==> config.mk <==
export PLATFORM = sky130hd
export DESIGN_NAME = fc_out_sequencer_flat
export DESIGN_NICKNAME = d
export VERILOG_FILES = /design/src/rtl/fc_out_sequencer_pkg.sv /design/src/rtl/fc_out_sequencer_if.sv /design/src/rtl/fc_out_sequencer_serial_argmax.sv /design/src/rtl/fc_out_sequencer.sv /design/src/flat_wrapper.sv
export SDC_FILE = /design/constraint.sdc
export NUM_CORES = 1
export LEC_CHECK = 0
export BUFFER_PORTS_ARGS = -buffer_cell sky130_fd_sc_hd__buf_2
export CORE_AREA = 2 2 147 149
export CTS_CLUSTER_DIAMETER = 200
export DETAILED_ROUTE_END_ITERATION = 16
export DIE_AREA = 0 0 149 151
export PLACE_DENSITY = 0.79
export SLEW_MARGIN = 20
export SYNTH_ARGS = -nofsm -noshare
export SYNTH_HDL_FRONTEND = slang
export SYNTH_SLANG_ARGS = --single-unit
==> constraint.sdc <==
create_clock -name clk_i -period 8.8 [get_ports clk_i]
set_input_delay 0.88 -clock clk_i [delete_from_list [all_inputs] [get_ports clk_i]]
set_output_delay 0.88 -clock clk_i [all_outputs]
set_load 0.02 [all_outputs]
==> src/rtl/fc_out_sequencer_pkg.sv <==
// Shared types and defaults for the output fully-connected layer sequencer.
// Holds the FSM state encoding, layer-size defaults and the counter-width helper.
package fc_pkg;

  localparam int DEF_N_OUT  = 10;
  localparam int DEF_ACC_W  = 32;
  localparam int DEF_PU_LAT = 3;
  localparam int CLASS_W    = 4;

  typedef enum logic [2:0] {
    IDLE,
    CLEAR,
    FEED,
    DRAIN,
    SCAN,
    OUT
  } state_e;

  // The shared phase counter must index every phase and still slice into
  // both the address and the class index fields.
  function automatic int cnt_width(int n_in, int n_out, int pu_lat, int addr_w);
    int m;
    int w;
    m = n_in;
    if (n_out > m) m = n_out;
    if (pu_lat > m) m = pu_lat;
    w = $clog2(m);
    if (w < addr_w) w = addr_w;
    if (w < CLASS_W) w = CLASS_W;
    return w;
  endfunction

endpackage

==> src/rtl/fc_out_sequencer_if.sv <==
// Bus between the sequencer, the MAC processing unit / memories and the result consumer.
// The master modport is the sequencer side; slave is the environment side.
interface fc_out_sequencer_if
  import fc_pkg::*;
#(
  parameter int ADDR_W = 6,
  parameter int N_OUT  = DEF_N_OUT,
  parameter int ACC_W  = DEF_ACC_W
);

  logic                      rd_en_o;
  logic [ADDR_W-1:0]         in_addr_o;
  logic [ADDR_W-1:0]         w_addr_o;
  logic                      pu_en_o;
  logic                      pu_clear_o;
  logic [ACC_W*N_OUT-1:0]    pu_data_i;
  logic [CLASS_W-1:0]        class_o;
  logic signed [ACC_W-1:0]   max_o;
  logic                      class_valid_o;
  logic                      class_ready_i;
  logic                      done_o;

  modport master (
    output rd_en_o, in_addr_o, w_addr_o, pu_en_o, pu_clear_o,
    output class_o, max_o, class_valid_o, done_o,
    input  pu_data_i, class_ready_i
  );

  modport slave (
    input  rd_en_o, in_addr_o, w_addr_o, pu_en_o, pu_clear_o,
    input  class_o, max_o, class_valid_o, done_o,
    output pu_data_i, class_ready_i
  );

endinterface

==> src/rtl/fc_out_sequencer_serial_argmax.sv <==
// Serial signed argmax: one accumulator per cycle, strict greater-than so ties keep the lowest index.
// The *_next outputs carry the post-step value so the caller can capture the final result on the last step.
module serial_argmax
  import fc_pkg::*;
#(
  parameter int ACC_W = DEF_ACC_W
) (
  input  logic                    clk_i,
  input  logic                    rstn_i,
  input  logic                    clear_i,
  input  logic                    step_i,
  input  logic signed [ACC_W-1:0] acc_i,
  input  logic [CLASS_W-1:0]      idx_i,
  output logic signed [ACC_W-1:0] best_next_o,
  output logic [CLASS_W-1:0]      idx_next_o
);

  logic signed [ACC_W-1:0] best_q, best_d;
  logic [CLASS_W-1:0]      idx_q, idx_d;

  // NOTE: every signal written here gets a default first, otherwise a path
  // that skips the assignment would infer a latch.
  always_comb begin
    best_d = best_q;
    idx_d  = idx_q;
    if (clear_i) begin
      best_d = acc_i;
      idx_d  = '0;
    end else if (step_i && (acc_i > best_q)) begin
      best_d = acc_i;
      idx_d  = idx_i;
    end
  end

  // NOTE: state registers use non-blocking assignments so every flop samples
  // pre-edge values regardless of process ordering.
  always_ff @(posedge clk_i) begin
    if (!rstn_i) begin
      best_q <= '0;
      idx_q  <= '0;
    end else begin
      best_q <= best_d;
      idx_q  <= idx_d;
    end
  end

  assign best_next_o = best_d;
  assign idx_next_o  = idx_d;

endmodule

==> src/rtl/fc_out_sequencer.sv <==
// Per-image sequencer for the 10-neuron output layer: clear, feed N_IN rows, drain the PU,
// scan the accumulators for the argmax and hand the class over on a valid/ready handshake.
module fc_out_sequencer
  import fc_pkg::*;
#(
  parameter int N_IN   = 64,
  parameter int ADDR_W = 6,
  parameter int N_OUT  = DEF_N_OUT,
  parameter int ACC_W  = DEF_ACC_W,
  parameter int PU_LAT = DEF_PU_LAT
) (
  input  logic                clk_i,
  input  logic                rstn_i,
  input  logic                start_i,
  output logic                busy_o,
  fc_out_sequencer_if.master  bus
);

  localparam int CNT_W = cnt_width(N_IN, N_OUT, PU_LAT, ADDR_W);
  localparam logic [CNT_W-1:0] FEED_LAST  = CNT_W'(N_IN - 1);
  localparam logic [CNT_W-1:0] DRAIN_LAST = CNT_W'(PU_LAT - 1);
  localparam logic [CNT_W-1:0] SCAN_LAST  = CNT_W'(N_OUT - 1);

  state_e                  state_q, state_d;
  logic [CNT_W-1:0]        cnt_q, cnt_d;
  logic                    busy_q, busy_d;
  logic                    clear_q, clear_d;
  logic                    feed_q, feed_d;
  logic                    valid_q, valid_d;
  logic [ADDR_W-1:0]       addr_q, addr_d;
  logic [CLASS_W-1:0]      class_q, class_d;
  logic signed [ACC_W-1:0] max_q, max_d;

  logic signed [ACC_W-1:0] acc_arr [N_OUT];
  logic signed [ACC_W-1:0] acc_sel;
  logic signed [ACC_W-1:0] best_next;
  logic [CLASS_W-1:0]      idx_next;
  logic                    handshake;

  for (genvar i = 0; i < N_OUT; i++) begin : g_acc
    assign acc_arr[i] = bus.pu_data_i[i*ACC_W +: ACC_W];
  end

  assign acc_sel   = acc_arr[cnt_q[CLASS_W-1:0]];
  assign handshake = valid_q & bus.class_ready_i;

  serial_argmax #(.ACC_W(ACC_W)) u_argmax (
    .clk_i       (clk_i),
    .rstn_i      (rstn_i),
    .clear_i     ((state_q == SCAN) && (cnt_q == '0)),
    .step_i      (state_q == SCAN),
    .acc_i       (acc_sel),
    .idx_i       (cnt_q[CLASS_W-1:0]),
    .best_next_o (best_next),
    .idx_next_o  (idx_next)
  );

  always_comb begin
    state_d = state_q;
    cnt_d   = cnt_q;
    class_d = class_q;
    max_d   = max_q;
    unique case (state_q)
      IDLE: if (start_i) begin
        state_d = CLEAR;
        cnt_d   = '0;
      end
      CLEAR: begin
        state_d = FEED;
        cnt_d   = '0;
      end
      FEED: if (cnt_q == FEED_LAST) begin
        state_d = DRAIN;
        cnt_d   = '0;
      end else begin
        cnt_d = cnt_q + CNT_W'(1);
      end
      DRAIN: if (cnt_q == DRAIN_LAST) begin
        state_d = SCAN;
        cnt_d   = '0;
      end else begin
        cnt_d = cnt_q + CNT_W'(1);
      end
      SCAN: if (cnt_q == SCAN_LAST) begin
        state_d = OUT;
        cnt_d   = '0;
        class_d = idx_next;
        max_d   = best_next;
      end else begin
        cnt_d = cnt_q + CNT_W'(1);
      end
      OUT: if (handshake) state_d = IDLE;
      default: state_d = IDLE;
    endcase

    // Strobes are decoded from the upcoming state so they leave a flop in step with it.
    busy_d  = (state_d != IDLE);
    clear_d = (state_d == CLEAR);
    feed_d  = (state_d == FEED);
    valid_d = (state_d == OUT);
    addr_d  = feed_d ? cnt_d[ADDR_W-1:0] : '0;
  end

  // NOTE: the synchronous reset clears every flop here, including the result
  // registers, so an aborted image can never leave a stale class visible.
  always_ff @(posedge clk_i) begin
    if (!rstn_i) begin
      state_q <= IDLE;
      cnt_q   <= '0;
      busy_q  <= 1'b0;
      clear_q <= 1'b0;
      feed_q  <= 1'b0;
      valid_q <= 1'b0;
      addr_q  <= '0;
      class_q <= '0;
      max_q   <= '0;
    end else begin
      state_q <= state_d;
      cnt_q   <= cnt_d;
      busy_q  <= busy_d;
      clear_q <= clear_d;
      feed_q  <= feed_d;
      valid_q <= valid_d;
      addr_q  <= addr_d;
      class_q <= class_d;
      max_q   <= max_d;
    end
  end

  assign busy_o            = busy_q;
  assign bus.rd_en_o       = feed_q;
  assign bus.pu_en_o       = feed_q;
  assign bus.in_addr_o     = addr_q;
  assign bus.w_addr_o      = addr_q;
  assign bus.pu_clear_o    = clear_q;
  assign bus.class_o       = class_q;
  assign bus.max_o         = max_q;
  assign bus.class_valid_o = valid_q;
  // done marks the accepting cycle itself, so it is the AND of the registered valid and ready.
  assign bus.done_o        = handshake;

endmodule
==> src/flat_wrapper.sv <==
// flat-port wrapper written by rule: the top's interface ports become plain ports
module fc_out_sequencer_flat import fc_pkg::*;
#(
  parameter int N_IN   = 64,
  parameter int ADDR_W = 6,
  parameter int N_OUT  = DEF_N_OUT,
  parameter int ACC_W  = DEF_ACC_W,
  parameter int PU_LAT = DEF_PU_LAT
)
  (clk_i, rstn_i, start_i, busy_o, bus_rd_en_o, bus_in_addr_o, bus_w_addr_o, bus_pu_en_o, bus_pu_clear_o, bus_class_o, bus_max_o, bus_class_valid_o, bus_done_o, bus_pu_data_i, bus_class_ready_i);
  fc_out_sequencer_if #(.ADDR_W(ADDR_W), .N_OUT(N_OUT), .ACC_W(ACC_W)) bus_i ();
  input  logic clk_i;
  input  logic rstn_i;
  input  logic start_i;
  output logic busy_o;
  output wire logic [$bits(bus_i.rd_en_o)-1:0] bus_rd_en_o;
  output wire logic [$bits(bus_i.in_addr_o)-1:0] bus_in_addr_o;
  output wire logic [$bits(bus_i.w_addr_o)-1:0] bus_w_addr_o;
  output wire logic [$bits(bus_i.pu_en_o)-1:0] bus_pu_en_o;
  output wire logic [$bits(bus_i.pu_clear_o)-1:0] bus_pu_clear_o;
  output wire logic [$bits(bus_i.class_o)-1:0] bus_class_o;
  output wire logic [$bits(bus_i.max_o)-1:0] bus_max_o;
  output wire logic [$bits(bus_i.class_valid_o)-1:0] bus_class_valid_o;
  output wire logic [$bits(bus_i.done_o)-1:0] bus_done_o;
  input wire logic [$bits(bus_i.pu_data_i)-1:0] bus_pu_data_i;
  input wire logic [$bits(bus_i.class_ready_i)-1:0] bus_class_ready_i;
  assign bus_rd_en_o = bus_i.rd_en_o;
  assign bus_in_addr_o = bus_i.in_addr_o;
  assign bus_w_addr_o = bus_i.w_addr_o;
  assign bus_pu_en_o = bus_i.pu_en_o;
  assign bus_pu_clear_o = bus_i.pu_clear_o;
  assign bus_class_o = bus_i.class_o;
  assign bus_max_o = bus_i.max_o;
  assign bus_class_valid_o = bus_i.class_valid_o;
  assign bus_done_o = bus_i.done_o;
  assign bus_i.pu_data_i = bus_pu_data_i;
  assign bus_i.class_ready_i = bus_class_ready_i;
  fc_out_sequencer #(.N_IN(N_IN), .ADDR_W(ADDR_W), .N_OUT(N_OUT), .ACC_W(ACC_W), .PU_LAT(PU_LAT)) u_core (.clk_i(clk_i), .rstn_i(rstn_i), .start_i(start_i), .busy_o(busy_o), .bus(bus_i));
endmodule
### Word level (Yosys, flattened, before mapping)

Cells that the tools add are included.

| storage, ports and cells | value |
|---|---|
| register bits after elaboration | 91 |
| input bits | 324 |
| logic and storage cells | 52 |

| cells by class | value |
|---|---|
| $add $sub $neg | 1 |
| magnitude comparators | 2 |
| equal/unequal tests | 11 |
| mux-type cells | 18 |
| bitwise logic cells | 2 |
| reduce and logical (&&, ||, !) cells | 7 |

Operators by type and width:

| kind | number |
|---|---|
| 32-bit binary-select mux with 4-bit select | 1 |
| 32-bit 2-to-1 mux | 4 |
| 32-bit greater-than comparator | 1 |
| 6-bit one-hot mux with 5 select lines | 1 |
| 6-bit 2-to-1 mux | 4 |
| 3-bit one-hot mux with 6 select lines | 1 |
| 3-bit 2-to-1 mux | 5 |
| 3-bit by 2-bit == test with 1-bit output (second input constant) | 3 |
| 3-bit == test (second input constant) | 3 |
| 4-bit 2-to-1 mux | 2 |
| 6-bit by 1-bit adder with 6-bit output (second input constant) | 1 |
| 3-bit by 1-bit == test with 1-bit output (second input constant) | 2 |
| 6-bit by 2-bit == test with 1-bit output (second input constant) | 1 |
| 6-bit by 4-bit == test with 1-bit output (second input constant) | 1 |
| 6-bit == test (second input constant) | 1 |
| 6-bit logical NOT | 1 |
| 5-bit >= comparator (second input constant) | 1 |
| 4-bit inverter with 5-bit output | 1 |
| 2-bit AND reduction | 2 |
| 3-bit logical NOT | 1 |
| 3-bit nonzero test | 1 |
| 1-bit logical AND | 2 |
| 1-bit AND | 1 |

### Depth between registers and ports, before layout

| depth | value |
|---|---|
| depth in word-level cells | 8 |
| depth in mapped cells | 17 |

### Hierarchy

From an unflattened synthesis, not the netlist that was laid out.

| unflattened totals | value |
|---|---|
| cell total of the unflattened synthesis | 841 |
| area total of the unflattened synthesis | 7472.2 µm² |

By module, submodules not included:

| module | instances | cells an instance | area an instance (µm²) |
|---|---|---|---|
| fc_out_sequencer | 1 | 526 | 4636.9 |
| serial_argmax | 1 | 315 | 2835.2 |

### Worst setup path before layout

OpenSTA, ideal clock, no wires.

| timing | value |
|---|---|
| path type | register -> register |
| start | register u_core.cnt_q[0] |
| end | register u_core.max_q[10], in the netlist u_core.bus.max_o[10] |
| library setup time | 0.125 ns |
| arrival | 3.596 ns |
| data required time | 8.675 ns |
| setup slack | 5.079 ns |
| cell stages (with the launch flop) | 16 |
| clock period less this slack | 3.721 ns |
| cell sequence | dfxtp_1 buf_4 buf_2 mux4_2 mux2i_1 o22ai_1 ha_1 a21oi_1 nand2_1 a221o_1 o31a_2 a2bb2o_4 buf_6 buf_6 o211ai_2 o211ai_2 |

| on the way | value |
|---|---|
| longest elaborated chain between the ends | 8 |
| elaborated cells between the ends (all ways) | 12 |
| those cells by class | order compare: 1; eq/ne: 1; mux: 5; bitwise: 1; reduce/logical: 4 |

Ends and longest elaborated chain:

| what | line | text |
|---|---|---|
| start, declared | fc_out_sequencer.sv:25 | `logic [CNT_W-1:0] cnt_q, cnt_d;` |
| start signal, assigned | fc_out_sequencer.sv:119 | `cnt_q <= cnt_d;` |
| 4-bit inverter with 5-bit output (not written as such) | fc_out_sequencer.sv:44 | `assign acc_sel = acc_arr[cnt_q[CLASS_W-1:0]];` |
| 32-bit binary-select mux with 4-bit select | fc_out_sequencer.sv:44 |  |
| 32-bit 2-to-1 mux (not written as such) (2 in a row) | fc_out_sequencer.sv:44 |  |
| 32-bit greater-than comparator | fc_out_sequencer_serial_argmax.sv:29 | `end else if (step_i && (acc_i > best_q)) begin` |
| 1-bit logical AND | fc_out_sequencer_serial_argmax.sv:29 |  |
| 32-bit 2-to-1 mux | fc_out_sequencer_serial_argmax.sv:29 |  |
| 32-bit 2-to-1 mux | fc_out_sequencer_serial_argmax.sv:26 | `if (clear_i) begin` |
| end signal, assigned | fc_out_sequencer.sv:126 | `max_q <= max_d;` |
| end, declared | fc_out_sequencer.sv:32 | `logic signed [ACC_W-1:0] max_q, max_d;` |

Parallel ways exist; a longest one is shown, timed or not. The select of a mux whose other input is x is not followed.
A chain may end at the register's enable or synchronous reset.

### Worst setup path in the final report

| timing | value |
|---|---|
| start | register u_core.cnt_q[0] |
| end | register u_core.max_q[26], in the netlist u_core.bus.max_o[26] |

Same word-level chain as after synthesis.

==> impl_results.md <==
* Run status: finished clean
* Final Critical Period at 5.86 ns
* Worst Path Required at 9.06 ns
* Hold_buf cts at 0
* Final GP Congestion at 0.935
* Cts repair resizes at 0
* Fraction of layout cells with a size suffix above 1 at 0.535
* CP Class: register to register
* Most common cell after layout, fill and taps aside: buf_2
* WP data arrival at 6.12 ns
* R2R Setup Slk at 2.94 ns
* P_leak at 4.19 nW
* Synth area leader: dfxtp_1
* Dpl ws at 3.00 ns
* IO Port Bufs at 377
* Worst-margin pin slew at between 1 and 1.5 ns
* Grt ovf at 0
* CP Capture Type: register
* Iteration-0 DRC Markers at 807
* Placed cell areas at ~9600 um^2
* I/O pin cnt at around 380
* Non-filler cells, final at around 1400
* Cell count after synthesis at between 700 and 800
* Rel. slew slack at 0.232
* Gr usage total at 0.256
* Delay-heaviest family, CP: compound AO/OA/AOI/OAI gates
* Core region area at 20800 um^2
* Final core occ at 0.476
* Yosys top cell area share at 0.234
* Initial antenna violation count at 4
* Syn-to-layout area delta at 27.5%
* CP cell instances: buf_4 > mux4_2 > mux2i_1 > o22ai_1 > ha_1 > a21oi_1 > nand2_1 > a221o_1 > o31a_2 > a2bb2oi_4 > nand2_4 > o211ai_2
* Post-synth top flop: dfxtp_1
* Die height at 151 um
* DR WL/cell at approximately 23 um
* Placed cells at between 1000 and 1500
* CTS max path bufs at 2
* Drt total wl at 30400 um
* Mapped cell area at 7780 um^2
* Die width at 149 um
* Maximum vdd drop at 114 uV
* CP max FO at 52
* Power, Total at between 1 and 1.5 mW
* Vias per cell at ~5.8
* Synth cell types at 56
* Hold slack final at 0.484 ns
* CTS tree: done
* Max Cap Viol at 0
* DRC at 0
* # rows at 53
* Setup TNS at 0 ns
* Hold Path Class: register to register
* Hpwl dp at 23800 um
* Postcts setup bufs at 0
* Syn. warnings at 0
* Post-synthesis sequential area ratio at 0.234
* Avg Inst Size Synth at 10.3 um^2
* Clock Tree Root: clkbuf_16
* Final Slew Violations at 0
* Clk_lat worst skew at ~0.35 ns
* Worst clock skew at between 0.01 and 0.015 ns
* DRT antenna net count at 0
* Main area contributors after synthesis: dfxtp_1, mux4_2, o211ai_2, mux2i_1, ha_1
* Final Cell Area at around 10000 um^2
* Synth Net Count at between 1000 and 1500
* Largest net degree at the start of global routing at 73
* TritonCTS Buffers at 9
* Async set-reset flop share out of synthesis at 0
* PD cells at roughly 110 nW/um^2
* Initial Utilization at 0.374
* Slowest stage cell on the critical path: dfxtp_4
* Worst-path clk slew at 0.07 ns
* Drt first pass iters at 5
* Setup-failing EPs final at 0
* First-pass GRT wire length at 43900 um
* Hold Fails Final Rpt at 0
* Clk sink count at 91
* CP Launch Type: register
* Number of synthesized flops with an enable pin at 0
* Via count at 7843
* Die Area at 22500 um^2
* Fin nets at 1428
* Max frequency at around 0.17 GHz
* Vias in the first global route at 7567
* Register bit total from synthesis at around 90
* Critical path buffer and inverter count at 1
* Tcrit/Tclk final at 0.666
* Clock H-tree levels at 3
* Worst stage delay on the critical path at 0.98 ns
* Final worst slack at 2.94 ns
* RSZ-0062 raised after global routing: false
* Most frequent cells in the layout: buf_2, dfxtp_1, nand3_1
-- registers in the layout (all words and copies together), names as in the netlist --
register / flops
u_core.bus.max_o: 32
u_core.u_argmax.best_q: 32
u_core.bus.in_addr_o: 6
u_core.cnt_q: 6
u_core.bus.class_o: 4
u_core.u_argmax.idx_q: 4
u_core.state_q: 3
u_core.bus.class_valid_o: 1
u_core.bus.pu_clear_o: 1
u_core.bus.pu_en_o: 1
u_core.busy_o: 1
-- cells in the mapped netlist, types with 7 or more instances --
cell type  count
clkbuf_1      33
nor2_1        23
mux2i_1       64
a211oi_2      30
nand4_1        7
nand3_1       73
mux4_2        64
buf_2         17
a21oi_1       56
buf_6         11
nand2_1       18
o21ai_0       13
ha_1          36
o211ai_2      60
o22ai_1       32
buf_4         13
dfxtp_1       91
inv_1         36
-- worst paths after layout --
kind	start	to	cells past startpoint
hold reg to reg	u_core.bus.class_o[2]	u_core.bus.class_o[2]	2
setup reg to reg	u_core.cnt_q[0]	u_core.bus.max_o[26]	12
setup / recovery	u_core.cnt_q[0]	u_core.bus.max_o[26]	12
hold / removal	u_core.bus.class_o[2]	u_core.bus.class_o[2]	2
-- cell type report --
type | instances | area (um^2)
Inverter | 37 | 139
Sequential cell | 91 | 1830
Multi-Input combinational cell | 545 | 5340
Clock buffer | 10 | 239
Timing Repair Buffer | 384 | 1940
Fill cell | 1958 | 10900
Clock inverter | 6 | 72.6
Tap cell | 275 | 344
Antenna cell | 3 | 7.51
-- per-layer routing --
| metal | vias to the layer above | wire (um) | global-route usage |
|---|---|---|---|
| met5 | - | 23 | 0 |
| met4 | 4 | 741 | 0.0781 |
| met3 | 42 | 3180 | 0.0723 |
| met2 | 446 | 14100 | 0.401 |
| met1 | 3772 | 12400 | 0.345 |
| li1 | 3579 | - | - |
-- cell families after synthesis --
kind of cell,share of synthesized area
adders and majority gates,0.0579
and+or+nand+nor,0.106
buffers and inverters,0.0804
AOI/OAI and AO/OA,0.254
DFF,0.234
muxes,0.268
-- where the power goes --
part | leakage, nW | internal, mW | switching [mW]
sequential | 0.736 | 0.414 | 0.0152
combinational | 3.31 | 0.150 | 0.136
clock | 0.150 | 0.231 | 0.177
-- worst min-delay path: cells and delay by family (launching register included) --
kind            cells  cell delay [ns]
simple gates        1             0.07
flops               1             0.32
compound gates      1             0.06
Power figures use the tool's default switching activity.
